`config.mk`:
```
export PLATFORM = sky130hd
export DESIGN_NAME = fetch_stage
export DESIGN_NICKNAME = d
export VERILOG_FILES = /design/src/rtl/fetch_stage_pkg.sv /design/src/rtl/fetch_stage_hold_buf.sv /design/src/rtl/fetch_stage.sv
export SDC_FILE = /design/constraint.sdc
export NUM_CORES = 1
export LEC_CHECK = 0
export BUFFER_PORTS_ARGS = -buffer_cell sky130_fd_sc_hd__buf_2
export CORE_ASPECT_RATIO = 1.4
export CORE_UTILIZATION = 45
export DETAILED_ROUTE_END_ITERATION = 6
export HOLD_SLACK_MARGIN = 0.08
export PLACE_DENSITY = 0.79
export SLEW_MARGIN = 15
export SYNTH_ARGS = -nofsm -noshare
export SYNTH_HDL_FRONTEND = slang
export SYNTH_SLANG_ARGS = --single-unit
```
`constraint.sdc`:
```
create_clock -name clk -period 2.65 [get_ports clk]
set_input_delay 0.265 -clock clk [delete_from_list [all_inputs] [get_ports clk]]
set_output_delay 0.265 -clock clk [all_outputs]
set_load 0.05 [all_outputs]
```
`src/rtl/fetch_stage_pkg.sv`:
```
// Shared definitions for the IF stage: FSM encoding, default words and the
// jump-target helper used by the redirect logic.
package fetch_stage_pkg;

    typedef enum logic [1:0] {
        S_REQ  = 2'd0,
        S_WAIT = 2'd1,
        S_HOLD = 2'd2,
        S_DROP = 2'd3
    } fetch_state_e;

    localparam logic [31:0] NOP_INSTR_DEF = 32'h0000_0000;
    localparam logic [31:0] RESET_PC_DEF  = 32'h0000_0000;

    function automatic logic [31:0] jump_target(input logic [31:0] pc4,
                                                input logic [25:0] index);
        return {pc4[31:28], index, 2'b00};
    endfunction

endpackage

```
`src/rtl/fetch_stage_hold_buf.sv`:
```
// One-entry instruction buffer: keeps a fetched word while IF/ID is stalled.
module fetch_hold_buf (
    input  logic        clk,
    input  logic        rst_n,
    input  logic        load_i,
    input  logic        drain_i,
    input  logic        clear_i,
    input  logic [31:0] data_i,
    output logic        valid_o,
    output logic [31:0] data_o
);

    logic        valid_q;
    logic [31:0] data_q;

    always_ff @(posedge clk or negedge rst_n) begin
        if (!rst_n) begin
            valid_q <= 1'b0;
            data_q  <= '0;
        end else if (clear_i || drain_i) begin
            valid_q <= 1'b0;
        end else if (load_i) begin
            valid_q <= 1'b1;
            data_q  <= data_i;
        end
    end

    assign valid_o = valid_q;
    assign data_o  = data_q;

endmodule

```
`src/rtl/fetch_stage.sv`:
```
// IF stage: owns the PC, runs the imem req/ready handshake, loads IF/ID and
// applies stalls, branch/jump redirects and single-slot flushes from ID.
module fetch_stage
    import fetch_stage_pkg::*;
#(
    parameter logic [31:0] RESET_PC  = RESET_PC_DEF,
    parameter logic [31:0] NOP_INSTR = NOP_INSTR_DEF
) (
    input  logic        clk,
    input  logic        rst_n,
    input  logic        PCWrite,
    input  logic        ifidWrite,
    input  logic        PCSrc,
    input  logic [31:0] branch_target,
    input  logic        jump,
    input  logic [25:0] jump_index,
    output logic        imem_req,
    output logic [31:0] imem_addr,
    input  logic        imem_ready,
    input  logic [31:0] imem_rdata,
    output logic [31:0] ifid_pc4,
    output logic [31:0] ifid_instr,
    output logic        ifid_valid
);

    localparam logic [31:0] ALIGN_MASK = ~32'h3;

    fetch_state_e state_q, state_d;
    logic         req_q, req_d;
    logic [31:0]  pc_q, pc_d;
    logic [31:0]  addr_q, addr_d;
    logic [31:0]  ifid_pc4_q, ifid_pc4_d;
    logic [31:0]  ifid_instr_q, ifid_instr_d;
    logic         ifid_valid_q, ifid_valid_d;

    logic         buf_load, buf_drain, buf_clear, buf_valid;
    logic [31:0]  buf_data;
    logic         redirect, complete, accept;
    logic [31:0]  target, pc_plus4;

    fetch_hold_buf u_hold_buf (
        .clk     (clk),
        .rst_n   (rst_n),
        .load_i  (buf_load),
        .drain_i (buf_drain),
        .clear_i (buf_clear),
        .data_i  (imem_rdata),
        .valid_o (buf_valid),
        .data_o  (buf_data)
    );

    always_comb begin
        state_d      = state_q;
        pc_d         = pc_q;
        ifid_pc4_d   = ifid_pc4_q;
        ifid_instr_d = ifid_instr_q;
        ifid_valid_d = ifid_valid_q;
        buf_load     = 1'b0;
        buf_drain    = 1'b0;
        buf_clear    = 1'b0;

        redirect = PCWrite && (jump || PCSrc);
        target   = jump ? jump_target(ifid_pc4_q, jump_index) : (branch_target & ALIGN_MASK);
        complete = req_q && imem_ready && (state_q == S_REQ || state_q == S_WAIT);
        accept   = PCWrite && ifidWrite;
        pc_plus4 = pc_q + 32'd4;

        if (ifidWrite) begin
            ifid_instr_d = NOP_INSTR;
            ifid_valid_d = 1'b0;
        end

        if (redirect) begin
            pc_d         = target;
            ifid_instr_d = NOP_INSTR;
            ifid_valid_d = 1'b0;
            buf_clear    = 1'b1;
            case (state_q)
                S_REQ, S_WAIT: state_d = (req_q && !imem_ready) ? S_DROP : S_REQ;
                S_DROP:        state_d = imem_ready ? S_REQ : S_DROP;
                default:       state_d = S_REQ;
            endcase
        end else begin
            case (state_q)
                S_REQ, S_WAIT: begin
                    if (complete && accept) begin
                        ifid_pc4_d   = pc_plus4;
                        ifid_instr_d = imem_rdata;
                        ifid_valid_d = 1'b1;
                        pc_d         = pc_plus4;
                        state_d      = S_REQ;
                    end else if (complete) begin
                        buf_load = 1'b1;
                        state_d  = S_HOLD;
                    end else if (req_q) begin
                        state_d = S_WAIT;
                    end
                end
                // The PC advances together with the IF/ID load, so a buffered
                // word only drains once the PC is free to move as well.
                S_HOLD: begin
                    if (accept && buf_valid) begin
                        ifid_pc4_d   = pc_plus4;
                        ifid_instr_d = buf_data;
                        ifid_valid_d = 1'b1;
                        pc_d         = pc_plus4;
                        buf_drain    = 1'b1;
                        state_d      = S_REQ;
                    end
                end
                S_DROP: begin
                    if (imem_ready) state_d = S_REQ;
                end
                default: state_d = S_REQ;
            endcase
        end

        req_d  = (state_d != S_HOLD);
        addr_d = (state_d == S_DROP) ? addr_q : pc_d;
    end

    always_ff @(posedge clk or negedge rst_n) begin
        if (!rst_n) begin
            state_q      <= S_REQ;
            req_q        <= 1'b0;
            pc_q         <= RESET_PC & ALIGN_MASK;
            addr_q       <= RESET_PC & ALIGN_MASK;
            ifid_pc4_q   <= '0;
            ifid_instr_q <= NOP_INSTR;
            ifid_valid_q <= 1'b0;
        end else begin
            state_q      <= state_d;
            req_q        <= req_d;
            pc_q         <= pc_d;
            addr_q       <= addr_d;
            ifid_pc4_q   <= ifid_pc4_d;
            ifid_instr_q <= ifid_instr_d;
            ifid_valid_q <= ifid_valid_d;
        end
    end

    assign imem_req   = req_q;
    assign imem_addr  = addr_q;
    assign ifid_pc4   = ifid_pc4_q;
    assign ifid_instr = ifid_instr_q;
    assign ifid_valid = ifid_valid_q;

endmodule

```
# Word level (Yosys, flattened, before mapping)
# Cells that the tools add are included.
dict set report totals {
  ff_bits 165
  wordCells 74
}
dict set report op_classes {
  n_addsub 1
  eq_ne 7
  mux 38
  n_bitwise 2
  reduce_logical 17
}
# op n
set op_table {}
lappend op_table {{$mux 32} 10}
lappend op_table {{$pmux 32 s2} 3}
lappend op_table {{$add 32x3->32 const B} 1}
lappend op_table {{$mux 2} 8}
lappend op_table {{$mux 1} 14}
lappend op_table {{$logic_and 1x1->1} 7}
lappend op_table {{$eq 2x2->1 const B} 3}
lappend op_table {{$ne 2x2->1 const B} 3}
lappend op_table {{$pmux 2 s3} 1}
lappend op_table {{$pmux 2 s2} 1}
lappend op_table {{$reduce_and 4->1} 1}
lappend op_table {{$reduce_bool 2->1} 2}
lappend op_table {{$logic_or 1x1->1} 3}
lappend op_table {{$eq 2x1->1 const B} 1}
lappend op_table {{$logic_not 2->1} 1}
lappend op_table {{$not 1->1} 2}
lappend op_table {{$pmux 1 s2} 1}
lappend op_table {{$reduce_and 2->1} 1}
lappend op_table {{$reduce_or 2->1} 1}
lappend op_table {{$logic_not 1->1} 1}

# Logic depth before layout (Yosys ltp)
# Gate-level depths: netlist of the first run.
dict set report depth {
  ltp_word 9
  depth_mapped 8
  depth_no_buf 6
}

# By module
# A second synthesis of the first run with hierarchy kept.
dict set report hier_totals {
  cells_unflattened 749
  hier_area_um2 7820.0
}
# module instances cells_per_inst area_each_um2 seq_area_each_um2
set modules_own_cells {}
lappend modules_own_cells {fetch_stage 1 678 6572.6 3303.2}
lappend modules_own_cells {fetch_hold_buf 1 71 1247.4 825.8}

# Worst setup path before layout of the first run
# Ideal clock, no wire load.
dict set report synth_path {
  path_type {register to register}
  start {register pc_q[2]}
  end {register addr_q[18], in the netlist imem_addr[18]}
  setup_time_ns 0.067
  arrival_ns 2.138
  setup_slack_ns 0.445
  path_stages_with_launch 8
  path_buffers 1
  period_less_slack_ns 2.205
  path_cell_list {dfrtp_1 > ha_1 > clkbuf_1 > nand3_1 > or4_1 > or3_2 > a31oi_1 > mux2_2}
}
dict set report synth_via {
  elab_chain_len 4
}
# item line_no
set synth_rtl {}
lappend synth_rtl {{start: declaration} fetch_stage.sv:30} ;# logic [31:0] pc_q, pc_d;
lappend synth_rtl {{start signal: assignment} fetch_stage.sv:126} ;# pc_q <= RESET_PC & ALIGN_MASK;
lappend synth_rtl {{start signal: assignment} fetch_stage.sv:134} ;# pc_q <= pc_d;
lappend synth_rtl {{$add 32x3->32 *} fetch_stage.sv:66} ;# pc_plus4 = pc_q + 32'd4;
lappend synth_rtl {{$mux 32, on equally long branches} {fetch_stage.sv:102, fetch_stage.sv:86}}
lappend synth_rtl {{$pmux 32 s2 *} fetch_stage.sv:84} ;# case (state_q)
lappend synth_rtl {{$mux 32 *} fetch_stage.sv:73} ;# if (redirect) begin
lappend synth_rtl {{named net pc_d[18]} fetch_stage.sv:30}
lappend synth_rtl {{end signal: assignment} fetch_stage.sv:127} ;# addr_q <= RESET_PC & ALIGN_MASK;
lappend synth_rtl {{end signal: assignment} fetch_stage.sv:135} ;# addr_q <= addr_d;
lappend synth_rtl {{end: declaration} fetch_stage.sv:31} ;# logic [31:0] addr_q, addr_d;
# Mark *: on every way through the listed nets, which the timed path passes. The rest lies on a longest branch.
# A chain may end at the register's enable or synchronous reset.

# Final worst setup path of the first run
dict set report layout_path {
  start {register pc_q[17]}
  end {register addr_q[31], in the netlist imem_addr[31]}
}
# The elaborated chain is that of the path after synthesis.

==> qor.csv, run 1 <==
metric;value;unit
status;finished, final reports clean;
postSynthCellCount;741;
clockRootBuffer;clkbuf_16;
insertion_delay;0.42;ns
tns;0;ns
reg2reg_setup_slack;0.32;ns
detail_route.drc_violations;0;
path_max_fanout;8;
wl_met1;8257;um
finalSetupViolCount;0;
via_per_inst;5.533;
max-slew-margin-rel;52.26;%
powerDensity;1065;nW/um^2
cp-endpoint;imem_addr[31];
yosysWarnings;0;
synth.distinct_cells;48;
port-buffer-count;192;
drt_wl_total;20740;um
startpoint_type;register;
area_growth;26.27;%
synth_ff_type;dfrtp_1;
multi_input_area;3478;um^2
ir_worst_vdd;0.0004623;V
top_layer;met4;
whs;0.09888;ns
synth_top_cell_by_area;dfrtp_1;
timing.rr.end;imem_addr[31];
final_area;9863;um^2
gr-total-overflow;0;
period_share;88.04;%
hp-class;input port to register;
start_util;46.26;%
num-fill-cells;1428;
ys_seq_area_share;52.86;%
regArea;4129;um^2
core;16890;um^2
cts_buffer_depth;2;
place.gp.congestion;0.9277;
vias;6534;
yosysMostFrequentCell;dfrtp_1;
fmax;428.6;MHz
ctsHtreeMaxLevel;4;
synth-seq-cells;165;
timing.rr.start;pc_q[17];
tightest_slew;0.7134;ns
grt_setup_unrepaired;false;
fp.dieW;113.4;um
core.rowCount;56;
synth.avg_cell_area;10.54;um^2
hold_viol;0;
skew;0.008879;ns
dpl_cell_area;9097;um^2
synth_area;7811;um^2
dr.pass1.iters;4;
drt_iter0_drc;302;
grt_max_degree;65;
grt_pass1_wl;32530;um
syn-num-nets;839;
dr_wl_met2;10760;um
critPathCaptureType;register;
ant_nets;0;
antenna_found_initial;3;
cts_made_buffers;17;
p_leak;4.294;nW
die_y;157.9;um
synth_top_area_share;52.86;%
clk_pin_slew;0.07;ns
dr_wl_met3;1291;um
dp_hpwl;14490;um
cts.sinks;165;
gr-usage-all-layers;23.66;%
nets;1031;
maxCapViolCount;0;
cp.required;3.00;ns
utilization;58.41;%
crit_path_start;pc_q[17];
synthArstFlopShare;100.0;%
arrival;2.69;ns
grt_pass1_vias;6402;
drt-wirelength-per-cell;17.56;um
final.min_clock_period;2.333;ns
synth_edf_count;0;
ys_top_cells_by_area;dfrtp_1 (53%), mux2_2 (9.1%), o21ai_0 (4.4%);
worst-setup-path-type;register to register;
die-area;17900;um^2
slew_viol_final;0;
io_pins;195;
synth_commonest_cells;dfrtp_1 (165), nand2_1 (81), o21ai_0 (68);
drive_above_1_share;34.25;%
reg2regPathDepth;5;
cts_tree;done;
[timing repair]
| item | CTS | global route |
|---|---|---|
| setup buffers | 0 | 0 |
| resized for setup | 0 | 1 |
| endpoints found under the hold margin | 74 | 0 |
| setup endpoints to repair | 0 | 5 |
| hold buffers | 14 | 0 |
[critical path: stages, from the launching register on]
cell and delay (ns):
dfrtp_1 0.51, nand4_2 0.27, or4_1 0.64, or4_1 0.44, a31oi_1 0.24, mux2_1 0.16
[power breakdown]
part / internal (mW) / total (mW) / leakage [nW] / switching [mW]
sequential: 3.34 / 3.87 / 2.01 / 0.537
combinational: 1.22 / 4.07 / 1.99 / 2.84
clock: 1.54 / 2.56 / 0.294 / 1.02
[sequential cells by signal, indices dropped and copies added (netlist names)]
name / flops
u_hold_buf.data_o: 32
ifid_valid: 1
state_q: 2
imem_req: 1
ifid_instr: 32
pc_q: 32
ifid_pc4: 32
u_hold_buf.valid_o: 1
imem_addr: 32
[per-stage QoR]
step	std cells	total power, mW	setup WS, ns
floorplan	741	6.830	0.4453
global placement	1132	7.886	0.2337
detailed placement	1132	7.984	0.1433
CTS	1178	10.57	0.1101
global route	1178	11.02	0.2159
finish	1181	10.50	0.3169
[final cells by class]
cell class	count	share of cell area [%]
clock buffer	21	4.668
clock inverter	11	1.522
tap	232	2.943
multi-input combinational	514	35.27
inverter	4	0.1522
sequential	165	41.86
timing repair buffer	231	13.51
antenna	3	0.07611
[logic make-up after synthesis]
group / Yosys count / share of synthesized area [%]
AOI/OAI and AO/OA: 187 / 15.06
xor gates and xnor gates: 30 / 3.364
adders and majority gates: 1 / 0.1602
buffers and inverters: 62 / 3.171
DFF: 165 / 52.86
muxes: 72 / 10.30
and+or+nand+nor: 224 / 15.09
[layout by cell type (no fill, tap or decap), types with 22 or more instances in the layout]
cell        n
buf_2     191
dfrtp_1   165
nand2_1    81
o21ai_0    67
mux2_2     63
a22oi_1    32
a31oi_1    26
nor2b_1    25
a211oi_1   25
buf_4      22
[how the worst min path moves through the flow]
stage,cells after the start,to,slack [ns],startpoint
finish,2,u_hold_buf.data_o[2],0.1,imem_rdata[2]
floorplan,0,ifid_instr[0],-0.03,rst_n
detailed placement,1,ifid_pc4[9],0.31,rst_n
CTS,2,u_hold_buf.data_o[2],0.08,imem_rdata[2]
global placement,1,ifid_pc4[9],0.30,rst_n
global route,2,u_hold_buf.data_o[4],0.08,imem_rdata[4]
[layer usage]
layer  GRT usage, %  vias to the layer above
met4          8.333                        0
met1          26.96                     3174
met2          42.71                      225
li1               -                     3107
met3          6.126                       28
met5              0                        -
(Power assumes the default switching activity.)
==> inputs of run 2 (changes only) <==
--- a/config.mk
+++ b/config.mk
@@ -5,13 +5,12 @@
 export SDC_FILE = /design/constraint.sdc
 export NUM_CORES = 1
 export LEC_CHECK = 0
-export BUFFER_PORTS_ARGS = -buffer_cell sky130_fd_sc_hd__buf_2
+export BUFFER_PORTS_ARGS = -buffer_cell sky130_fd_sc_hd__clkbuf_2
 export CORE_ASPECT_RATIO = 1.4
 export CORE_UTILIZATION = 45
 export DETAILED_ROUTE_END_ITERATION = 6
 export HOLD_SLACK_MARGIN = 0.08
 export PLACE_DENSITY = 0.79
-export SLEW_MARGIN = 15
 export SYNTH_ARGS = -nofsm -noshare
 export SYNTH_HDL_FRONTEND = slang
 export SYNTH_SLANG_ARGS = --single-unit
==> qor.csv, run 2 (synthesis results as in run 1) <==
metric;value;unit
slew_viol_final;0;
critPathCaptureType;register;
gr-usage-met3;6.126;%
path_max_fanout;12;
area_growth;25.85;%
crit_family;simple AND/OR/NAND/NOR gates;
drt-wirelength-per-cell;17.41;um
timing.rr.start;pc_q[8];
period_share;90.89;%
cts_resized;0;
layout_common_cells;clkbuf_2 (191), dfrtp_1 (165), nand2_1 (81);
hold_viol;0;
maxCapViolCount;0;
use_met2;42.97;%
status;finished, final reports clean;
slowest_delay;0.61;ns
slowest_stage;or4_1;
core;16890;um^2
fp.dieW;113.4;um
gr-usage-all-layers;23.36;%
startpoint_type;register;
worst-setup-path-type;register to register;
gr-total-overflow;0;
crit_path_start;pc_q[8];
ctsHtreeMaxLevel;4;
clk_pin_slew;0.06;ns
cts_buffer_depth;2;
place.gp.congestion;0.9078;
grt_most_used_layer;met2;
grt_max_degree;53;
cts.sinks;165;
hold_end;u_hold_buf.data_o[29];
skew;0.006325;ns
dr.pass1.iters;5;
fmax;415.2;MHz
port-buffer-count;192;
drt_iter0_drc;352;
start_util;46.26;%
powerDensity;1058;nW/um^2
hp-class;input port to register;
timing.rr.end;imem_addr[21];
nets;1030;
drive_above_1_share;33.72;%
worstHoldStart;imem_rdata[29];
final_area;9831;um^2
min_path_cells;2;
insertion_delay;0.42;ns
final.min_clock_period;2.409;ns
ir_worst_vdd;0.0004976;V
die_y;157.9;um
grt_pass1_vias;6292;
met1_usage;26.35;%
cts_setup_buffers;0;
max-slew-margin-rel;62.72;%
cts_tree;done;
crit_chain;and4_1 -> nand4_1 -> or4_1 -> a31oi_1 -> mux2_2;
detail_route.drc_violations;0;
antenna_found_initial;1;
reg2reg_setup_slack;0.24;ns
vias;6563;
p_leak;4.281;nW
drt_wl_total;20470;um
io_pins;195;
layout_commonest_cell;clkbuf_2;
cp_num_buf_inv;0;
dp_hpwl;14230;um
cp.required;3.01;ns
finalSetupViolCount;0;
core.rowCount;56;
num-fill-cells;1428;
clockRootBuffer;clkbuf_16;
via_per_inst;5.581;
arrival;2.77;ns
ant_nets;0;
die-area;17900;um^2
grt_pass1_wl;32040;um
reg2regPathDepth;5;
grt_setup_unrepaired;false;
cts_made_buffers;17;
tightest_slew;0.5541;ns
tns;0;ns
dpl_cell_area;9087;um^2
[run 2: timing repair]
action	CTS	global route
setup endpoints to repair	0	0
hold buffers	15	1
endpoints found under the hold margin	63	1
[run 2: layout make-up]
| class | instances | area, um^2 | share of cell area (%) |
|---|---|---|---|
| Tap cell | 232 | 290.3 | 2.953 |
| Multi-Input combinational cell | 514 | 3471 | 35.31 |
| Inverter | 4 | 15.01 | 0.1527 |
| Antenna cell | 1 | 2.502 | 0.02546 |
| Clock inverter | 9 | 130.1 | 1.324 |
| Sequential cell | 165 | 4129 | 42.00 |
| Clock buffer | 21 | 450.4 | 4.582 |
| Timing Repair Buffer | 230 | 1343 | 13.66 |
[run 2: how the worst max path moves through the flow]
stage / to / slack, ns / cells after the start
floorplan: imem_addr[18] / 0.45 / 7
global placement: imem_addr[23] / 0.41 / 5
detailed placement: imem_addr[23] / 0.34 / 5
CTS: imem_addr[23] / 0.30 / 5
global route: imem_addr[23] / 0.12 / 5
finish: imem_addr[21] / 0.24 / 5
[run 2: worst register-to-register path, stage by stage, from the launching register on]
cell,delay (ns)
dfrtp_1,0.47
and4_1,0.36
nand4_1,0.45
or4_1,0.61
a31oi_1,0.26
mux2_2,0.20
[run 2: routing by layer]
layer / vias to the layer above / part of all wire, %
li1: 3090 / -
met1: 3234 / 39
met2: 214 / 53
met3: 25 / 5.7
met4: 0 / 1.8
met5: - / 0
[run 2: where the power goes]
part	internal, mW	switching [mW]	total [mW]
clock	1.49	0.969	2.46
combinational	1.20	2.82	4.02
sequential	3.34	0.571	3.91
total	6.04	4.36	10.4
[run 2: metrics by stage]
stage | worst slack, ns | power (mW) | utilization [%] | hold WS [ns] | cells
5_1_grt | 0.1171 | 10.92 | 58.20 | 0.08350 | 1175
4_1_cts | 0.2986 | 10.48 | 58.14 | 0.08130 | 1174
2_1_floorplan | 0.4453 | 6.830 | - | -0.03059 | 741
3_3_place_gp | 0.4113 | 7.876 | 53.82 | 0.2515 | 1129
3_5_place_dp | 0.3447 | 7.976 | 53.82 | 0.2512 | 1129
6_report | 0.2413 | 10.40 | 58.22 | 0.09807 | 1176
==> inputs of run 3 (changes only) <==
--- a/config.mk
+++ b/config.mk
@@ -5,6 +5,7 @@
 export SDC_FILE = /design/constraint.sdc
 export NUM_CORES = 1
 export LEC_CHECK = 0
+export ABC_AREA = 1
 export BUFFER_PORTS_ARGS = -buffer_cell sky130_fd_sc_hd__clkbuf_2
 export CORE_ASPECT_RATIO = 1.4
 export CORE_UTILIZATION = 45
==> constraint.sdc (replaced) <==
create_clock -name clk -period 2.65 [get_ports clk]
set_input_delay 0.1325 -clock clk [delete_from_list [all_inputs] [get_ports clk]]
set_output_delay 0.1325 -clock clk [all_outputs]
set_load 0.05 [all_outputs]
==> qor.csv, run 3 <==
metric;value;unit
ant_nets;0;
dr.pass1.iters;7;
fmax;503.0;MHz
place.gp.congestion;0.9064;
ir_worst_vdd;0.0004531;V
critPathCaptureType;register;
core.rowCount;58;
ys_top_cells_by_area;dfrtp_1 (49%), nand2_1 (19%), nand3_1 (10%);
gr-total-overflow;0;
fp.dieW;117.7;um
synthMuxAreaShare;0.1187;%
status;finished, final reports clean;
start_util;46.48;%
hp-class;input port to register;
insertion_delay;0.43;ns
cts_buffer_depth;2;
switching_share;44.62;%
finalSetupViolCount;0;
wl_met1;9141;um
dp_hpwl;16830;um
arrival;2.30;ns
nets;1444;
powerDensity;1042;nW/um^2
synth_top_family_by_area;simple AND/OR/NAND/NOR gates;
die-area;19300;um^2
maxCapViolCount;0;
synth_fa_ha_area_share;0.1484;%
p_clk_share;24.5;%
crit_chain;inv_2 -> nand3_1 -> nor2_2 -> inv_2 -> nand2_2 -> buf_12 -> o21ai_0 -> inv_1 -> nand2_1 -> nand3_1 -> nand2_1;
core;18140;um^2
syn-num-nets;1235;
synth_xor_area_share;0.7270;%
skew;0.009949;ns
port-buffer-count;192;
drt_wl_total;24170;um
tightest_slew;0.7009;ns
cts_resized;0;
worst-setup-path-type;register to register;
area_growth;26.25;%
hold_viol;0;
synth_top_cell_by_area;dfrtp_1;
period_share;75.02;%
slowest_delay;0.42;ns
slew_viol_final;0;
synth_commonest_cells;nand2_1 (429), nand3_1 (171), dfrtp_1 (165);
antenna_found_initial;0;
layout_commonest_cell;nand2_1;
path_max_fanout;50;
num-fill-cells;1646;
cts_tree;done;
drt-wirelength-per-cell;15.12;um
dr_wl_met3;1183;um
detail_route.drc_violations;0;
p_leak;5.726;nW
yosysMostFrequentCell;nand2_1;
yosysWarnings;0;
drt_iter0_drc;525;
via_per_inst;5.188;
layout_common_cells;nand2_1 (428), clkbuf_2 (191), nand3_1 (171);
top_layer;met4;
final.min_clock_period;1.988;ns
p_seq_share;35.9;%
drive_above_1_share;19.21;%
clk_pin_slew;0.06;ns
slowest_stage;dfrtp_1;
synthSimpleGateAreaFrac;32.82;%
grt_setup_unrepaired;false;
synth_top_area_share;48.96;%
cp_num_buf_inv;4;
cts.sinks;165;
whs;0.08538;ns
synth_compound_area_share;9.288;%
ctsHtreeMaxLevel;4;
synth.distinct_cells;33;
tns;0;ns
postSynthCellCount;1137;
fin_ws;0.6620;ns
ys_seq_area_share;48.96;%
antennaDiodeCount;0;
synth.avg_cell_area;7.417;um^2
startpoint_type;register;
synth-seq-cells;165;
cts_made_buffers;17;
synth_edf_count;0;
p_int;6.142;mW
cp.required;2.96;ns
vias;8295;
die_y;164.0;um
gr-usage-all-layers;25.98;%
p_switching;4.949;mW
synth_area;8433;um^2
io_pins;195;
crit_family;simple AND/OR/NAND/NOR gates;
synthArstFlopShare;100.0;%
grt_pass1_vias;8226;
grt_pass1_wl;39540;um
dr_wl_met2;12630;um
synth_ff_type;dfrtp_1;
max-slew-margin-rel;53.27;%
grt_max_degree;74;
clockRootBuffer;clkbuf_16;
pre_cts_ws;0.6670;ns
p_comb_share;39.6;%
[run 3: changes by cell type after synthesis, moves of 27 or more]
cell | previous run | this run
o21ai_0 | 68 | 98
nor2_1 | 22 | 49
mux2_2 | 63 | 0
nand3_1 | 12 | 171
a22oi_1 | 32 | 0
inv_1 | 4 | 99
nand2_1 | 81 | 429
[run 3: metrics by stage]
stage               area, um^2  power, mW  utilization, %  instances
floorplan                 8433      7.137               -       1137
finish                   10650      11.09           58.68       1599
global placement          9594      8.244           52.88       1527
global route             10650      11.72           58.68       1599
CTS                      10650      11.14           58.68       1599
detailed placement        9594      8.356           52.88       1527
[run 3: cell type report]
| class | count | area, um^2 | share of cell area (%) |
|---|---|---|---|
| tap | 240 | 300.3 | 2.821 |
| sequential | 165 | 4129 | 38.78 |
| timing repair buffer | 248 | 1538 | 14.44 |
| multi-input combinational | 810 | 3637 | 34.16 |
| clock inverter | 10 | 167.7 | 1.575 |
| inverter | 104 | 390.4 | 3.667 |
| clock buffer | 22 | 484.2 | 4.548 |
[run 3: logic make-up (layout without fill, tap and decap cells)]
| group | after synthesis | count (layout) |
|---|---|---|
| simple gates | 664 | 664 |
| flops | 165 | 165 |
| buf+inv | 162 | 384 |
| compound gates | 137 | 137 |
| xor+xnor | 7 | 7 |
| fa+ha+maj | 1 | 1 |
| mux | 1 | 1 |
[run 3: path summary, 6_finish.rpt]
path | cells past startpoint | start | endpoint | slack [ns]
max reg2reg | 11 | state_q[1] | imem_addr[19] | 0.66
max in group asynchronous | 3 | rst_n | ifid_pc4[30] | 1.49
max | 11 | state_q[1] | imem_addr[19] | 0.66
min in group asynchronous | 2 | rst_n | ifid_instr[25] | 0.28
min | 5 | jump_index[10] | imem_addr[12] | 0.09
min reg2reg | 2 | ifid_pc4[8] | ifid_pc4[8] | 0.47
[run 3: worst reg2reg max path, delay by kind of cell (launching register included)]
| family | cells | cell delay (ns) |
|---|---|---|
| AOI/OAI and AO/OA | 1 | 0.13 |
| buffers and inverters | 4 | 0.64 |
| DFF | 1 | 0.42 |
| and+or+nand+nor | 6 | 0.69 |
[run 3: per-layer routing]
layer | GRT usage [%] | up-vias
li1 | - | 4027
met1 | 28.88 | 3907
met2 | 46.84 | 290
met3 | 4.132 | 71
met4 | 15.56 | 0
met5 | 0 | -
[run 3: power groups by stage]
stage / registers (mW) / logic [mW] / clock network, mW
global route: 4.08 / 4.77 / 2.86
global placement: 3.98 / 4.26 / 0
finish: 3.98 / 4.39 / 2.72
floorplan: 5.58 / 1.55 / 0
detailed placement: 4.01 / 4.34 / 0
CTS: 3.98 / 4.40 / 2.76
[run 3: timing repair]
| item | 4_1_cts | 5_1_grt |
|---|---|---|
| hold buffers | 40 | 0 |
| endpoints found under the hold margin | 129 | 0 |
| setup buffers | 0 | 0 |
